===== src/rtl/lane_counter_if.sv =====
// lane_counter_if -- lane detector / count bus for lane_counter.
//   carIn     [7:0]       arrival detector levels, bit order N1,N2,E1,E2,S1,S2,W1,W2
//   carOut    [7:0]       departure detector levels, same bit order
//   laneGreen [7:0]       per-lane light state, 1 = green
//   lane      [7:0][7:0]  per-lane car count (lane[i] pairs with bit i)
//   ovf       [7:0]       sticky per-lane saturation-drop flags
//   total     [10:0]      sum of all lane outputs
//   sample                snapshot strobe (only with LANE_COUNT_SNAPSHOT_EN)
// master = stimulus side (drives detectors), slave = lane_counter.
interface lane_counter_if;
  logic [7:0]      carIn;
  logic [7:0]      carOut;
  logic [7:0]      laneGreen;
  logic [7:0][7:0] lane;
  logic [7:0]      ovf;
  logic [10:0]     total;
`ifdef LANE_COUNT_SNAPSHOT_EN
  logic            sample;

  modport master (output carIn, carOut, laneGreen, sample,
                  input  lane, ovf, total);
  modport slave  (input  carIn, carOut, laneGreen, sample,
                  output lane, ovf, total);
`else
  modport master (output carIn, carOut, laneGreen,
                  input  lane, ovf, total);
  modport slave  (input  carIn, carOut, laneGreen,
                  output lane, ovf, total);
`endif
endinterface


===== src/rtl/lane_counter.sv =====
// lane_counter -- eight independent saturating car counters driven by
// edge-detected arrival/departure detector levels.
// Ports:
//   clk   : single clock, rising edge
//   rst   : synchronous active-high reset
//   bus   : lane_counter_if.slave (carIn, carOut, laneGreen in;
//           lane, ovf, total out; sample in when snapshot build)
// Parameter SAT_LIMIT (1..255): per-lane count saturation value.
// Optional macro LANE_COUNT_SNAPSHOT_EN: adds the sample strobe and a
// snapshot register; lane/total then show the last sampled counts.
module lane_counter #(
  parameter logic [7:0] SAT_LIMIT = 8'd255
) (
  input  logic          clk,
  input  logic          rst,
  lane_counter_if.slave bus
);

  logic [7:0]      carin_prev_q, carin_prev_d;
  logic [7:0]      carout_prev_q, carout_prev_d;
  logic [7:0][7:0] count_q, count_d;
  logic [7:0]      ovf_q, ovf_d;
  logic [7:0]      arr_s;
  logic [7:0]      dep_s;
  logic [7:0][7:0] lane_s;
  logic [10:0]     total_s;

  // Rising-edge events; a departure only counts while its lane is green.
  always_comb begin
    arr_s = bus.carIn & ~carin_prev_q;
    dep_s = bus.carOut & ~carout_prev_q & bus.laneGreen;
    carin_prev_d  = bus.carIn;
    carout_prev_d = bus.carOut;
  end

  // Per-lane count update: a paired arrival+departure nets to zero even at
  // 0 or SAT_LIMIT; lone events are clipped at the bounds.
  always_comb begin
    count_d = count_q;
    ovf_d   = ovf_q;
    for (int i = 0; i < 8; i++) begin
      case ({arr_s[i], dep_s[i]})
        2'b10: begin
          if (count_q[i] == SAT_LIMIT) begin
            ovf_d[i] = 1'b1;
          end else begin
            count_d[i] = count_q[i] + 8'd1;
          end
        end
        2'b01: begin
          if (count_q[i] != 8'd0) begin
            count_d[i] = count_q[i] - 8'd1;
          end else begin
            count_d[i] = count_q[i];
          end
        end
        2'b11:   count_d[i] = count_q[i];
        2'b00:   count_d[i] = count_q[i];
        default: count_d[i] = count_q[i];
      endcase
    end
  end

  // Edge detectors reset to ones so a level held through reset is not an event.
  always_ff @(posedge clk) begin
    if (rst) begin
      carin_prev_q  <= 8'hFF;
      carout_prev_q <= 8'hFF;
      count_q       <= '0;
      ovf_q         <= 8'h00;
    end else begin
      carin_prev_q  <= carin_prev_d;
      carout_prev_q <= carout_prev_d;
      count_q       <= count_d;
      ovf_q         <= ovf_d;
    end
  end

`ifdef LANE_COUNT_SNAPSHOT_EN
  logic [7:0][7:0] snap_q, snap_d;

  // Snapshot captures the post-update counts on a sample edge.
  always_comb begin
    if (bus.sample) begin
      snap_d = count_d;
    end else begin
      snap_d = snap_q;
    end
  end

  // Snapshot register.
  always_ff @(posedge clk) begin
    if (rst) begin
      snap_q <= '0;
    end else begin
      snap_q <= snap_d;
    end
  end

  assign lane_s = snap_q;
`else
  assign lane_s = count_q;
`endif

  // Combinational sum of the visible lane outputs; 11 bits cannot overflow.
  always_comb begin
    total_s = 11'd0;
    for (int i = 0; i < 8; i++) begin
      total_s = total_s + {3'b000, lane_s[i]};
    end
  end

  assign bus.lane  = lane_s;
  assign bus.ovf   = ovf_q;
  assign bus.total = total_s;

endmodule

===== src/flat_wrapper.sv =====
// flat-port wrapper written by rule: the top's interface ports become plain ports
module lane_counter_flat 
#(
  parameter logic [7:0] SAT_LIMIT = 8'd255
)
  (clk, rst, bus_carIn, bus_carOut, bus_laneGreen, bus_lane, bus_ovf, bus_total);
  lane_counter_if bus_i ();
  input  logic clk;
  input  logic rst;
  input wire logic [$bits(bus_i.carIn)-1:0] bus_carIn;
  input wire logic [$bits(bus_i.carOut)-1:0] bus_carOut;
  input wire logic [$bits(bus_i.laneGreen)-1:0] bus_laneGreen;
  output wire logic [$bits(bus_i.lane)-1:0] bus_lane;
  output wire logic [$bits(bus_i.ovf)-1:0] bus_ovf;
  output wire logic [$bits(bus_i.total)-1:0] bus_total;
  assign bus_i.carIn = bus_carIn;
  assign bus_i.carOut = bus_carOut;
  assign bus_i.laneGreen = bus_laneGreen;
  assign bus_lane = bus_i.lane;
  assign bus_ovf = bus_i.ovf;
  assign bus_total = bus_i.total;
  lane_counter #(.SAT_LIMIT(SAT_LIMIT)) u_core (.clk(clk), .rst(rst), .bus(bus_i));
endmodule

===== config.mk =====
export PLATFORM = sky130hd
export DESIGN_NAME = lane_counter_flat
export DESIGN_NICKNAME = d
export VERILOG_FILES = /design/src/rtl/lane_counter_if.sv /design/src/rtl/lane_counter.sv /design/src/flat_wrapper.sv
export SDC_FILE = /design/constraint.sdc
export NUM_CORES = 1
export LEC_CHECK = 0
export CAP_MARGIN = 20
export CORE_MARGIN = 2
export CORE_UTILIZATION = 45
export CTS_CLUSTER_SIZE = 24
export DETAILED_ROUTE_END_ITERATION = 10
export PLACE_DENSITY = 0.72
export SYNTH_ARGS = -nofsm -noshare
export SYNTH_HDL_FRONTEND = slang
export SYNTH_SLANG_ARGS = --single-unit
export TNS_END_PERCENT = 20

===== constraint.sdc =====
create_clock -name clk -period 10.9 [get_ports clk]
set_input_delay 1.635 -clock clk [delete_from_list [all_inputs] [get_ports clk]]
set_output_delay 1.635 -clock clk [all_outputs]
set_load 0.02 [all_outputs]

==> results.tsv <==
stage	metric	value	unit
layout	final_nets	1144	
drt	viasPerCell	5.30	
cts	numClockSinks	88	
cts	cts-root-to-sink-buffers	2	
power_and_ir_drop	comb_power_share	21.4	%
worst_setup_path	r2r_cells	10	
die	fp.dieArea	0.0177	mm²
global_route	first_global_vias	6018	
layout	area_growth	20.7	%
global_route	grt_pass1_wl	28800	µm
drt	routed-via-count	6393	
sta	grt_setup_unrepaired	false	
place	detailed_place.area	0.00875	mm²
drt	drt-pass1-iter-count	5	
hold_path	hold_path.class	reg -> reg	
cts	cts_hold_repair.buffers	0	
global_route	grt-ovfl-total	0	
power_and_ir_drop	leakage_power	3.84	nW
die	floorplan.die.height	133	µm
power_and_ir_drop	p_per_area	95.5	mW/mm²
layout	finish.utilization	55.0	%
status	outcome	complete, no violations	
cts	cts_inserted_buffers	9	
drt	final_routed_drc_violation_total	0	
sta	top_achievable_clock_speed	0.128	GHz
layout	layout_commonest_cell	clkdlybuf4s50_1	
logic_synthesis	synth_enable_flop_cells	0	
cts	post-cts-setup-buffer-count	0	
worst_setup_path	setup.worst_path.end_class	primary output	
logic_synthesis	syn_avg_cell_area	8.51	µm²
logic_synthesis	synth_cell_types	49	
sta	skew	0.00711	ns
die	starting_density_of_the_core	45.6	%
die	core	0.0165	mm²
logic_synthesis	mappedNetlistArea	0.00750	mm²
place	routabilityCongestion	0.901	
cts	tritoncts_clock_tree	done	
power_and_ir_drop	sw_share	28.2	%
cts	cts.reportedPaths.clkPinSlew	0.06	ns
die	num_rows	47	
global_route	largest_net_degree_at_the_start_of_global_routing	94	
drt	wl	17300	µm
drt	antenna_left	0	
layout	diodes	0	
cts	number_of_h_tree_levels	3	
logic_synthesis	postSynthRegisterBits	88	
cts	root_buffer	clkbuf_16	
place	port_buffers	108	
layout	post-route-cell-area	0.00906	mm²
cts	cts_repair_resize_count	0	
die	die-width	133	µm
power_and_ir_drop	cell_internal_pwr	0.621	mW
logic_synthesis	synthCells	882	
sta	timing_worst_slew_pin_value	0.946	ns
die	ios	109	
drt	drtIter0Drc	278	
worst_setup_path	start_kind	flip-flop	
power_and_ir_drop	clkPwrFrac	38.8	%
logic_synthesis	syn_nets	1042	
layout	mostFrequentLayoutCells	107 x clkdlybuf4s50_1, 101 x inv_1, 94 x nor2_1	
worst_setup_path	kind_of_critical_path	reg -> out	
sta	finalSetupViolCount	0	
sta	final_max_slew_viol_count	0	
power_and_ir_drop	power_switching	0.244	mW
place	dp.final_hpwl	13300	µm
worst_setup_path	worstPathRequired	9.27	ns
cts	worstSkewPairLatency	0.35	ns
logic_synthesis	synth-seq-area-share	23.5	%
sta	finalHoldViolations	0	
job	cap_viol_max_count	0	
power_and_ir_drop	worst_vdd_rail_ir_drop	0.0714	mV
global_route	antenna_violations_before_repair	0	
sta	setup_tns	0	ns
sta	finalWorstPathRequiredPeriod	7.83	ns
sta	crit_share_post_route	71.8	%
logic_synthesis	yosysWarnings	0	
layout	drive_gt1_share	4.05	%
power_and_ir_drop	sequentialPowerShare	39.8	%
hold_path	hold_path_depth	2	
logic_synthesis	synth_ff_type	dfxtp_1	
logic_synthesis	postSynth.asyncResetShare	0	%
worst_setup_path	timing.critical_path.arrival	6.20	ns
global_route	globalRouteTotalUtil	19.9	%
worst_setup_path	cp_max_fo	7	
drt	post_drt_wl_per_cell	14.3	µm
sta	slew_headroom	36.9	%
layout make-up:
cell class | instances | area (µm²)
Timing Repair Buffer | 109 | 1080
Clock inverter | 3 | 67.6
Clock buffer | 11 | 243
Tap cell | 220 | 275
Multi-Input combinational cell | 675 | 5250
Sequential cell | 88 | 1760
Fill cell | 1558 | 7410
Inverter | 101 | 379
worst max-delay path, stage by stage, from the launching register on:
cell and delay (ns):
dfxtp_1 0.46, ha_1 0.28, a21o_1 0.18, a21oi_1 0.21, o21ai_0 0.16, nor2_1 0.13
xnor2_1 0.09, fa_1 0.48, inv_1 0.05, fa_1 0.50, fa_1 0.52, fa_1 0.52
inv_1 0.04, ha_1 0.33, and2_1 0.17, a311oi_1 0.47, o21ai_0 0.20, a21oi_1 0.22
xnor2_1 0.18, clkdlybuf4s50_1 0.65
worst paths after layout:
check	startpoint	to	slack (ns)
worst max-delay path	u_core.bus.lane[9]	bus_total[10]	3.07
worst min-delay path	u_core.bus.ovf[3]	u_core.bus.ovf[3]	0.45
worst min register to register	u_core.bus.ovf[3]	u_core.bus.ovf[3]	0.45
worst max register to register	u_core.carout_prev_q[1]	u_core.bus.lane[14]	8.17
layer usage:
layer | part of all wire, % | GRT usage (%) | up-vias
met2 | 47 | 32.9 | 141
met1 | 47 | 27.0 | 2983
met3 | 4.6 | 2.85 | 15
li1 | - | - | 3254
met5 | 0 | 0 | -
met4 | 1.4 | 6.56 | 0
logic make-up (layout without fill, tap and decap cells):
kind of cell	after synthesis	count (layout)	share of synthesized area [%]
xor+xnor	39	39	4.55
fa+ha+maj	134	134	27.0
flops	88	88	23.5
buf+inv	119	224	6.55
simple gates	310	310	21.4
compound gates	179	179	15.3
mux	13	13	1.73
sequential cells by signal (all words and copies together), names as in the netlist:
| name | flops |
|---|---|
| u_core.bus.ovf | 8 |
| u_core.carout_prev_q | 8 |
| u_core.bus.lane | 64 |
| u_core.carin_prev_q | 8 |
Yosys cell counts, drive strengths merged, types with 9 or more instances:
| master | n | area share, % |
|---|---|---|
| a211oi | 16 | 1.6 |
| a21o | 16 | 1.6 |
| a21oi | 63 | 4.2 |
| buf | 10 | 1.1 |
| dfxtp | 88 | 23 |
| fa | 47 | 13 |
| ha | 87 | 15 |
| inv | 101 | 5.1 |
| mux2i | 13 | 1.7 |
| nand2 | 42 | 2.1 |
| nand2b | 9 | 0.75 |
| nand3 | 15 | 1.0 |
| nor2 | 96 | 4.9 |
| nor2b | 23 | 1.9 |
| nor3 | 48 | 3.2 |
| o21a | 19 | 1.9 |
| o21ai | 31 | 2.1 |
| or2 | 17 | 1.4 |
| or3 | 14 | 1.4 |
| xnor2 | 33 | 3.9 |
per-stage QoR:
stage | cells | power [mW] | hold WS (ns) | setup slack, ns
6_report | 1207 | 0.865 | 0.450 | 3.07
5_1_grt | 1207 | 0.912 | 0.479 | 2.70
4_1_cts | 1207 | 0.876 | 0.456 | 3.09
3_5_place_dp | 1193 | 0.537 | 0.440 | 3.51
3_3_place_gp | 1193 | 0.535 | 0.441 | 3.57
2_1_floorplan | 882 | 0.471 | 0.521 | 4.21
power by group through the flow:
stage / Clock, mW / Combinational (mW) / Sequential, mW
2_1_floorplan: 0 / 0.116 / 0.356
3_3_place_gp: 0 / 0.184 / 0.351
3_5_place_dp: 0 / 0.186 / 0.352
4_1_cts: 0.344 / 0.187 / 0.345
5_1_grt: 0.359 / 0.207 / 0.346
6_report: 0.336 / 0.185 / 0.345
(Power assumes the default switching activity.)
